$ cat config.mk
export PLATFORM = sky130hd
export DESIGN_NAME = alu_sched
export DESIGN_NICKNAME = d
export VERILOG_FILES = /design/src/rtl/defs.sv /design/src/rtl/rr_arbiter.sv /design/src/rtl/alu_sched.sv
export SDC_FILE = /design/constraint.sdc
export NUM_CORES = 1
export LEC_CHECK = 0
export CAP_MARGIN = 40
export CELL_PAD_IN_SITES_DETAIL_PLACEMENT = 1
export CELL_PAD_IN_SITES_GLOBAL_PLACEMENT = 1
export CORE_AREA = 10 10 150 152
export CTS_CLUSTER_SIZE = 12
export DETAILED_ROUTE_END_ITERATION = 6
export DIE_AREA = 0 0 160 162
export DONT_BUFFER_PORTS = 1
export GPL_ROUTABILITY_DRIVEN = 0
export GPL_TIMING_DRIVEN = 0
export PLACE_DENSITY_LB_ADDON = 0.08
export SLEW_MARGIN = 20
export SYNTH_ARGS = -nofsm -noshare
export SYNTH_HDL_FRONTEND = slang
export SYNTH_SLANG_ARGS = --single-unit
export TNS_END_PERCENT = 10
$ cat constraint.sdc
create_clock -name clk -period 2.1 [get_ports clk]
set_input_delay 0.42 -clock clk [delete_from_list [all_inputs] [get_ports clk]]
set_output_delay 0.42 -clock clk [all_outputs]
set_load 0.1 [all_outputs]
$ cat src/rtl/defs.sv
// Shared types and defaults for the ALU scheduler: opcodes, FSM states and the
// operand bundle carried from a requester to the ALU.
package defs;

  localparam int unsigned NUM_REQ_DEF = 4;
  localparam int unsigned ALU_LAT_DEF = 1;
  localparam int unsigned DATA_W      = 32;
  localparam int unsigned OP_W        = 2;

  typedef enum logic [1:0] {
    ADD = 2'd0,
    SUB = 2'd1,
    AND = 2'd2,
    NOT = 2'd3
  } op_code_e;

  typedef enum logic [1:0] {
    IDLE  = 2'd0,
    ISSUE = 2'd1,
    WAIT  = 2'd2,
    RESP  = 2'd3
  } sched_state_e;

  typedef struct packed {
    logic [DATA_W-1:0] a;
    logic [DATA_W-1:0] b;
    op_code_e          op;
  } alu_req_t;

endpackage

$ cat src/rtl/rr_arbiter.sv
// Round-robin one-hot grant: the lowest requester at or above ptr wins,
// otherwise wrap around to the lowest requester overall.
module rr_arbiter #(
  parameter int unsigned N     = 4,
  parameter int unsigned PTR_W = 2
) (
  input  logic [N-1:0]     req,
  input  logic [PTR_W-1:0] ptr,
  output logic [N-1:0]     grant
);

  logic [N-1:0] hi;
  logic [N-1:0] pick;

  always_comb begin
    hi    = req & ({N{1'b1}} << ptr);
    pick  = (|hi) ? hi : req;
    // isolate the lowest set bit of the chosen window
    grant = pick & (~pick + N'(1));
  end

endmodule

$ cat src/rtl/alu_sched.sv
// Shares one external ALU among NUM_REQ requesters, one operation in flight,
// round-robin arbitration and a held response until the consumer accepts.
module alu_sched
  import defs::*;
#(
  parameter int unsigned NUM_REQ = NUM_REQ_DEF,
  parameter int unsigned ALU_LAT = ALU_LAT_DEF,
  localparam int unsigned ID_W   = (NUM_REQ > 1) ? $clog2(NUM_REQ) : 1
) (
  input  logic                      clk,
  input  logic                      rst,
  input  logic [NUM_REQ-1:0]        req_valid,
  output logic [NUM_REQ-1:0]        req_ready,
  input  logic [NUM_REQ*DATA_W-1:0] req_a,
  input  logic [NUM_REQ*DATA_W-1:0] req_b,
  input  logic [NUM_REQ*OP_W-1:0]   req_op,
  output logic [DATA_W-1:0]         alu_a,
  output logic [DATA_W-1:0]         alu_b,
  output op_code_e                  alu_op_code,
  input  logic [DATA_W-1:0]         alu_result,
  output logic                      rsp_valid,
  input  logic                      rsp_ready,
  output logic [ID_W-1:0]           rsp_id,
  output logic [DATA_W-1:0]         rsp_result
);

  localparam int unsigned CNT_W = (ALU_LAT > 1) ? $clog2(ALU_LAT) : 1;

  sched_state_e       state_q, state_d;
  logic [ID_W-1:0]    ptr_q;
  logic [ID_W-1:0]    id_q;
  logic [CNT_W-1:0]   cnt_q;
  logic [NUM_REQ-1:0] grant;
  logic [ID_W-1:0]    gidx;
  logic [ID_W-1:0]    ptr_next;
  alu_req_t           sel;
  logic               any_req;
  logic               accept;
  logic               cnt_last;

  rr_arbiter #(
    .N     (NUM_REQ),
    .PTR_W (ID_W)
  ) u_arb (
    .req   (req_valid),
    .ptr   (ptr_q),
    .grant (grant)
  );

  assign any_req  = |req_valid;
  assign accept   = (state_q == IDLE) && any_req;
  assign cnt_last = (cnt_q == CNT_W'(ALU_LAT - 1));

  // One-hot grant to index and selected operand bundle
  always_comb begin
    gidx = '0;
    sel  = '0;
    for (int unsigned i = 0; i < NUM_REQ; i++) begin
      if (grant[i]) begin
        gidx   = ID_W'(i);
        sel.a  = req_a[i*DATA_W +: DATA_W];
        sel.b  = req_b[i*DATA_W +: DATA_W];
        sel.op = op_code_e'(req_op[i*OP_W +: OP_W]);
      end
    end
    ptr_next = (gidx == ID_W'(NUM_REQ - 1)) ? '0 : gidx + ID_W'(1);
  end

  // State register
  always_ff @(posedge clk) begin
    if (!rst) state_q <= IDLE;
    else      state_q <= state_d;
  end

  // Next state and combinational accept strobe
  always_comb begin
    state_d   = state_q;
    req_ready = '0;
    case (state_q)
      IDLE: begin
        if (any_req) begin
          req_ready = grant;
          state_d   = ISSUE;
        end
      end
      ISSUE:   state_d = WAIT;
      WAIT:    if (cnt_last) state_d = RESP;
      RESP:    if (rsp_ready) state_d = IDLE;
      default: state_d = IDLE;
    endcase
    if (!rst) req_ready = '0;
  end

  // Datapath: operand capture, latency counter, response capture
  always_ff @(posedge clk) begin
    if (!rst) begin
      ptr_q       <= '0;
      id_q        <= '0;
      cnt_q       <= '0;
      alu_a       <= '0;
      alu_b       <= '0;
      alu_op_code <= ADD;
      rsp_valid   <= 1'b0;
      rsp_id      <= '0;
      rsp_result  <= '0;
    end else begin
      if (accept) begin
        alu_a       <= sel.a;
        alu_b       <= sel.b;
        alu_op_code <= sel.op;
        id_q        <= gidx;
        ptr_q       <= ptr_next;
      end
      if (state_q == ISSUE) cnt_q <= '0;
      if (state_q == WAIT) begin
        if (cnt_last) begin
          cnt_q      <= '0;
          rsp_result <= alu_result;
          rsp_id     <= id_q;
          rsp_valid  <= 1'b1;
        end else begin
          cnt_q <= cnt_q + CNT_W'(1);
        end
      end
      if ((state_q == RESP) && rsp_ready) rsp_valid <= 1'b0;
    end
  end

endmodule

-- Word level (Yosys, flattened, before mapping)
Index checks and enable logic that the tools add are counted.
- input bits: 303
- flip-flop bits (word level): 108
- word-level logic and storage cells: 54
- output and inout bits: 105
- shift-type cells: 1
- equality and inequality tests: 7
- $add $sub $neg: 3
- mux-type cells: 19
- reductions and logical operators: 9
- bitwise logic cells: 5
- operators with widths (cell ; number):
    two-way mux 66 bit ; 4
    two-way mux 4 bit ; 4
    two-way mux 2 bit ; 6
    bitwise AND 4 bit ; 2
    case mux 2 bit (4 select lines) ; 1
    OR reduction 4 bit ; 2
    == test 2 bit (second input constant) ; 3
    inequality test 2 bit (second input constant) ; 3
    adder 4 x 1 -> 4 bit (second input constant) ; 1
    two-way mux 1 bit ; 4
    NOT 4 bit ; 1
    << shifter 4 x 2 -> 4 bit (first input constant) ; 1
    AND reduction 3 bit ; 1
    adder 2 x 1 -> 2 bit (second input constant) ; 1
    == test 2 x 1 -> 1 bit (second input constant) ; 1
    logical AND 1 bit ; 2
    logical NOT 2 bit ; 1
    NOT 1 bit ; 2
    AND reduction 2 bit ; 1
    nonzero test 2 bit ; 1
    OR reduction 2 bit ; 1
    adder 1 bit (second input constant) ; 1

-- Depth between registers and ports, before layout
Gate-level depths: netlist (run 1).
- word-level depth: 12
- gate-level depth with buffers: 9
- gate-level depth less buffers: 6

-- By module
From an unflattened synthesis (run 1), not the netlist that was laid out.
- cell total of the unflattened synthesis: 756
- area total of the unflattened synthesis: 5393.9 sq um
- modules (own cells, without submodules) (module ; seq. area each (sq um) ; cells an instance ; instances ; area an instance (sq um)):
    alu_sched ; 2142.1 ; 740 ; 1 ; 5286.3
    rr_arbiter ; 0.0 ; 16 ; 1 ; 107.6

-- Least setup slack after synthesis (run 1)
OpenSTA, ideal clock, no wires.
- path kind: input port to output port
- from: input port req_valid[0]
- to: output port req_ready[3]
- setup slack: -0.948 ns
- arrival time: 2.628 ns
- stages: 7
- required time: 1.680 ns
- buffers on the path: 3
- cell sequence: nor2b_1 o21a_1 or2_1 buf_2 buf_2 buf_2 nor2_1
- cells in the longest elaborated chain, start to end: 9
- elaborated cells between the ends (all ways): 10
- those cells by class: add/sub: 1; mux: 4; bitwise: 3; reduce/logical: 2
- ends and longest elaborated chain (what ; line ; source):
    start: declaration ; alu_sched.sv:12 ; input logic [NUM_REQ-1:0] req_valid,
    bitwise AND 4 bit ; rr_arbiter.sv:16 ; hi = req & ({N{1'b1}} << ptr);
    OR reduction 4 bit ; rr_arbiter.sv:17 ; pick = (|hi) ? hi : req;
    two-way mux 4 bit ; rr_arbiter.sv:17 ;
    NOT 4 bit ; rr_arbiter.sv:19 ; grant = pick & (~pick + N'(1));
    adder 4 x 1 -> 4 bit ; rr_arbiter.sv:19 ;
    bitwise AND 4 bit ; rr_arbiter.sv:19 ;
    two-way mux 4 bit * ; alu_sched.sv:81 ; if (any_req) begin
    two-way mux 4 bit * ; alu_sched.sv:79 ; case (state_q)
    two-way mux 4 bit * ; alu_sched.sv:91 ; if (!rst) req_ready = '0;
    end: declaration ; alu_sched.sv:13 ; output logic [NUM_REQ-1:0] req_ready,
Mark *: on every way between the ends. The rest lies on a longest branch, timed or not.

-- Final worst setup path (run 1)
- from: register ptr_q[1]
- to: output port req_ready[3]
- cells in the longest elaborated chain, start to end: 10
- ends and longest elaborated chain (what ; line ; source):
    start: declaration ; alu_sched.sv:30 ; logic [ID_W-1:0] ptr_q;
    start signal: assignment ; alu_sched.sv:112 ; ptr_q <= ptr_next;
    << shifter 4 x 2 -> 4 bit * ; rr_arbiter.sv:16 ;
    bitwise AND 4 bit * ; rr_arbiter.sv:16 ;
    OR reduction 4 bit ; rr_arbiter.sv:17 ;
    two-way mux 4 bit * ; rr_arbiter.sv:17 ;
    NOT 4 bit ; rr_arbiter.sv:19 ;
    adder 4 x 1 -> 4 bit ; rr_arbiter.sv:19 ;
    bitwise AND 4 bit * ; rr_arbiter.sv:19 ;
    two-way mux 4 bit * ; alu_sched.sv:81 ;
    two-way mux 4 bit * ; alu_sched.sv:79 ;
    two-way mux 4 bit * ; alu_sched.sv:91 ;
Marked as above.

==> results of run 1 <==
critical path: stages, from the launching register on:
cell and delay (ns):
dfxtp_4 0.39, nor2b_1 0.05, o21a_1 0.17, or2_4 0.25, buf_8 0.13, nor2_4 0.51
routing by layer:
layer,GRT usage,routed length (um),vias to the layer above
li1,-,-,2713
met1,0.233,11200,3025
met2,0.400,16000,259
met3,0.0746,2370,28
met4,0.0538,494,0
met5,0,0,-
where the power goes:
group	internal (W)	total [W]	switching, W
Clock	0.000956	0.00183	0.000872
Sequential	0.00274	0.00371	0.000968
Combinational	0.00491	0.0129	0.00803
logic make-up after synthesis:
group           synth area share
fa+ha+maj                0.00840
flops                      0.360
simple gates               0.106
mux                       0.0571
buf+inv                   0.0639
compound gates             0.405
cell usage in the layout (no fill, tap or decap), drive strengths merged:
master      n
and3        2
clkinv      1
o31ai      17
o211a       1
a31oi       2
nor2b       3
nand3       2
clkbuf     42
bufinv      1
a2bb2oi    47
inv         8
or3         1
a21boi      1
a22oi      17
nand2      51
a21oi      20
and2        1
nor3        1
buf       151
o221ai      1
o32ai      49
o21ai       5
ha          4
a221oi     67
o21a       18
a32oi       3
a21o        1
mux2i      34
nor2       95
or2         1
a211oi      1
o41ai       1
nand2b      3
dfxtp     107
clkinvlp    1
what timing repair did:
| action | 4_1_cts | 5_1_grt |
|---|---|---|
| pin swaps | 6 | 6 |
| gates resized for setup | 33 | 14 |
| buffers inserted | 11 | 0 |
| endpoints found under the setup margin | 66 | 83 |
cell usage after synthesis (2+ instances only):
library cell / count
a21oi_1: 20
a221oi_1: 37
a221oi_2: 30
a22oi_1: 17
a2bb2oi_1: 47
a31oi_1: 2
a32oi_1: 3
and3_1: 2
buf_1: 11
buf_2: 25
buf_6: 5
clkbuf_1: 29
dfxtp_1: 107
ha_1: 4
inv_1: 5
mux2i_1: 34
nand2_1: 51
nand2b_1: 3
nand3_1: 2
nor2_1: 95
nor2b_1: 3
o21a_1: 18
o21ai_0: 3
o21ai_1: 2
o31ai_1: 17
o32ai_1: 25
o32ai_2: 24
final cells by class:
type	count	area share
flip-flops and latches	107	0.234
repair buffers	113	0.265
plain buffers	70	0.0442
clock buffers	10	0.0249
clock inverters	6	0.00899
inverters	5	0.00204
well taps	265	0.0361
multi-input cells	449	0.385
sequential cells by signal, indices dropped and copies added, names as in the netlist:
name,cells
alu_a,32
alu_b,32
alu_op_code,2
id_q,2
ptr_q,2
rsp_id,2
rsp_result,32
rsp_valid,1
state_q,2
worst paths after layout:
kind	start	end	slack, ns	depth (start not counted)
min	rsp_ready	rsp_valid	0.17	1
max	ptr_q[1]	req_ready[3]	-0.17	5
min reg2reg	ptr_q[0]	ptr_q[0]	0.49	2
max reg2reg	ptr_q[1]	alu_b[1]	-0.03	6
stage by stage:
stage           util  instances  setup slack, ns  instance area (sq um)
3_5_place_dp   0.448       1001           -0.511                   8680
4_1_cts        0.473       1026           -0.224                   9180
5_1_grt        0.474       1025           -0.239                   9190
6_report       0.474       1025           -0.165                   9190
2_1_floorplan      -        634           -0.109                   6010
3_3_place_gp   0.327        899           -0.464                   6340
==> out/qor.csv, run 1 <==
stage,metric,value,unit
global_routing,pin count of the biggest net entering global routing,20,
critical_path,Worst Path Required,1.68,ns
layout,multi-input logic area,3540,sq um
cts,htree depth,3,
power_and_ir_drop,PwrDens,2010,nW/um^2
critical_path,crit start category,flip-flop,
routing,drt drc,0,
synthesis,synth top area cells,"dfxtp_1 36%, a221oi_2 7.6%, a2bb2oi_1 6.9%, o32ai_2 6.6%, nor2_1 6.0%",
layout,share of cells above drive strength 1,0.318,
cts,CTS tree,built,
power_and_ir_drop,Final Power,0.0185,W
global_routing,total gr overflow,0,
sta,number of setup violations in the final report,5,
layout,Reg area,2150,sq um
cts,CTS clock-pin slew for the worst setup and hold paths,0.07,ns
routing,Avg WL per Cell,29.4,um
cts,CTS buffer count,9,
layout,fillers,2081,
sta,Peak Freq,441,MHz
sta,Worst Max-Slew Pin Slew,0.843,ns
floorplanning,# rows,51,
synthesis,Mapped Area,5960,sq um
cts,Longest Clk Path Bufs,2,
outcome,status,"finished, violations left",
synthesis,register area share after synthesis,0.360,
cts,Clock Tree Root,clkbuf_16,
floorplanning,Die X-Extent,160,um
sta,relative slew slack,0.436,
sta,final hold violations,0,
job,total of max-cap violations,0,
global_routing,first-pass GRT wire length,44300,um
floorplanning,die height,162,um
global_routing,vias in the first global route,6729,
sta,Final WS setup,-0.165,ns
synthesis,Synth async-reset ratio,0,
sta,shortest period the worst path allows,2.27,ns
sta,Layout Skew,0.0143,ns
global_routing,initial antenna violation count,0,
sta,hold slack,0.167,ns
cts,hold_buf cts,0,
floorplanning,I/O Pins,408,
outcome,failing checks,setup timing,
synthesis,Mapped Nets,941,
synthesis,cells after synthesis,634,
critical_path,Critical Path Fanout Max,5,
global_routing,gr usage total,0.217,
min_path,Worst Hold Class,in -> reg,
sta,setup TNS,-0.538,ns
layout,Area Growth Syn to Fin,54.3,%
layout,nets,1062,
synthesis,#FFs+latches synth,107,
routing,final WL,30100,um
critical_path,CP Data Arrival Time,1.85,ns
placed_design,number of port buffers,0,
routing,DRT iter0 DRCs,290,
floorplanning,Core ar.,19400,sq um
floorplanning,Die Area,25900,sq um
synthesis,Main synth FF type,dfxtp_1,
synthesis,Avg Inst Size Synth,9.40,sq um
routing,DR vias,6025,
floorplanning,initial core utilization,0.307,
sta,RSZ-0062 raised after global routing,true,
critical_path,crit end category,primary output,
sta,fin. max-slew vios,0,
cts,number of clock sinks,107,
power_and_ir_drop,VDD IR max,0.000849,V
routing,"antenna viol nets, final",0,
synthesis,biggest area consumer among synthesized cells,dfxtp_1,
cts,clock latency on the worst-skew pair,0.36,ns
placed_design,Detail Placement HPWL,24500,um
layout,Antenna Diode Count,0,
critical_path,Setup Crit Path Kind,reg -> out,
synthesis,number of synthesized flops with an enable pin,0,
synthesis,Synth warnings,0,
power_and_ir_drop,Lkg Pwr,3.35,nW
synthesis,share of the synthesized area in the top cell type,0.360,
routing,Vias/cell,5.88,
sta,Final period util,1.08,
routing,First-pass DRT Iterations,4,
synthesis,Yosys cell types,40,
Note: power is estimated with default switching activity, not from simulation.
==> inputs of run 2 (changes only) <==
--- a/config.mk
+++ b/config.mk
@@ -8,10 +8,10 @@
 export CAP_MARGIN = 40
 export CELL_PAD_IN_SITES_DETAIL_PLACEMENT = 1
 export CELL_PAD_IN_SITES_GLOBAL_PLACEMENT = 1
-export CORE_AREA = 10 10 150 152
+export CORE_AREA = 2 2 160 162
 export CTS_CLUSTER_SIZE = 12
 export DETAILED_ROUTE_END_ITERATION = 6
-export DIE_AREA = 0 0 160 162
+export DIE_AREA = 0 0 162 164
 export DONT_BUFFER_PORTS = 1
 export GPL_ROUTABILITY_DRIVEN = 0
 export GPL_TIMING_DRIVEN = 0
==> out/qor.csv, run 2 (synthesis results as in run 1) <==
stage,metric,value,unit
floorplanning,Die X-Extent,162,um
floorplanning,Core ar.,24800,sq um
cts,htree depth,3,
floorplanning,# rows,58,
global_routing,initial antenna violation count,0,
sta,relative slew slack,0.518,
layout,Largest regs,"alu_a x32, alu_b x32, rsp_result x32",
layout,most frequent cells in the layout,"104 x dfxtp_1, 90 x nor2_1, 56 x buf_8",
sta,Worst Max-Slew Pin Slew,0.722,ns
critical_path,Setup crit end,req_ready[3],
outcome,status,"finished, violations left",
power_and_ir_drop,share of power burned in registers,0.199,
placed_design,number of port buffers,0,
cts,CTS clock-pin slew for the worst setup and hold paths,0.09,ns
sta,Peak Freq,432,MHz
power_and_ir_drop,VDD IR max,0.000733,V
power_and_ir_drop,Final Power,0.0183,W
placed_design,placed cell areas,8560,sq um
cts,Longest Clk Path Bufs,2,
power_and_ir_drop,NetSw,0.00989,W
power_and_ir_drop,cell-internal power,0.00841,W
critical_path,Critical Path Fanout Max,6,
floorplanning,Die Area,26600,sq um
sta,hold slack,0.144,ns
sta,Final period util,1.10,
power_and_ir_drop,PwrDens,2000,nW/um^2
cts,CTS tree,built,
layout,"commonest non-fill, non-tap cell in the layout",dfxtp_1,
critical_path,Worst Reg-to-Reg Cells,8,
critical_path,Worst Path Required,1.68,ns
outcome,failing checks,setup timing,
layout,Area Growth Syn to Fin,53.7,%
global_routing,pin count of the biggest net entering global routing,21,
sta,shortest period the worst path allows,2.31,ns
routing,drt drc,0,
sta,RSZ-0062 raised after global routing,true,
global_routing,total gr overflow,0,
routing,DRT iter0 DRCs,245,
critical_path,Worst Setup SP,ptr_q[1],
routing,Avg WL per Cell,25.5,um
placed_design,Detail Placement HPWL,21900,um
critical_path,Reg2Reg Capture Point,alu_b[4],
sta,number of setup violations in the final report,4,
layout,Final Cell Area,9150,sq um
power_and_ir_drop,Combinational Power Share,0.703,
cts,number of clock sinks,107,
critical_path,R2R Setup Slk,0.07,ns
critical_path,Setup Crit Path Kind,reg -> out,
sta,Layout Skew,0.0148,ns
sta,Final WS setup,-0.213,ns
cts,CTS buffer count,9,
critical_path,reg2reg start,ptr_q[1],
routing,final WL,28000,um
floorplanning,initial core utilization,0.240,
global_routing,gr usage total,0.198,
cts,Clock Tree Root,clkbuf_16,
routing,First-pass DRT Iterations,4,
routing,Vias/cell,5.48,
sta,final hold violations,0,
floorplanning,I/O Pins,408,
critical_path,crit end category,primary output,
routing,"antenna viol nets, final",0,
power_and_ir_drop,Lkg Pwr,3.36,nW
job,total of max-cap violations,0,
sta,fin. max-slew vios,0,
routing,DR vias,6025,
power_and_ir_drop,switching share of power,0.541,
power_and_ir_drop,clock share of power,0.098,
layout,nets,1071,
floorplanning,die height,164,um
critical_path,crit start category,flip-flop,
global_routing,first-pass GRT wire length,40200,um
layout,share of cells above drive strength 1,0.342,
global_routing,vias in the first global route,6591,
cts,clock latency on the worst-skew pair,0.37,ns
critical_path,CP Data Arrival Time,1.89,ns
layout,Antenna Diode Count,0,
min_path,Worst Hold Class,in -> reg,
==> run 2: timing repair <==
| item | 4_1_cts | 5_1_grt |
|---|---|---|
| buffers inserted | 12 | 7 |
| gates resized for setup | 38 | 32 |
| endpoints found under the setup margin | 71 | 56 |
| pin swaps | 6 | 7 |
| hold buffers | 0 | 0 |
==> run 2: final cells by class <==
class | count | area, sq um
buffer | 70 | 439
clock buffer | 10 | 239
clock inverter | 6 | 67.6
fill | 2714 | 15700
inverter | 5 | 18.8
multi-input combinational | 449 | 3540
sequential | 107 | 2150
tap | 330 | 413
timing repair buffer | 122 | 2290
==> run 2: how the worst min path moves through the flow <==
stage | endpoint | from | depth (start not counted)
CTS | rsp_valid | rsp_ready | 1
detailed placement | ptr_q[0] | ptr_q[0] | 2
floorplan | rsp_id[1] | id_q[1] | 2
global placement | rsp_id[1] | id_q[1] | 2
global route | rsp_valid | rsp_ready | 1
finish | rsp_valid | rsp_ready | 1
==> run 2: critical path, stage by stage (launching register included) <==
cell and delay, ns:
dfxtp_4 0.39, nor2b_1 0.05, o21a_1 0.19, or2_4 0.25
buf_12 0.14, nor2_4 0.50
==> run 2: metrics by stage <==
step,utilization,setup slack (ns),cells,setup TNS (ns)
6_report,0.369,-0.213,1099,-0.576
5_1_grt,0.369,-0.274,1099,-1.46
4_1_cts,0.365,-0.367,1094,-0.958
3_5_place_dp,0.345,-0.546,1067,-16.18
3_3_place_gp,0.259,-0.506,964,-14.68
2_1_floorplan,-,-0.109,634,-0.201
==> run 2: layer usage <==
| layer | GRT usage | part of all wire | wire length (um) |
|---|---|---|---|
| met3 | 0.0556 | 0.074 | 2060 |
| met5 | 0 | 0 | 0 |
| met1 | 0.228 | 0.39 | 10900 |
| met4 | 0.0459 | 0.010 | 294 |
| met2 | 0.365 | 0.53 | 14800 |
==> run 2: power by group through the flow <==
stage / logic [W] / registers [W] / clock network, W
after global routing: 0.0134 / 0.00372 / 0.00195
final: 0.0129 / 0.00364 / 0.00180
after global placement: 0.00502 / 0.00791 / 0
after detailed placement: 0.0125 / 0.00366 / 0
after floorplan: 0.00386 / 0.00765 / 0
after CTS: 0.0128 / 0.00363 / 0.00188
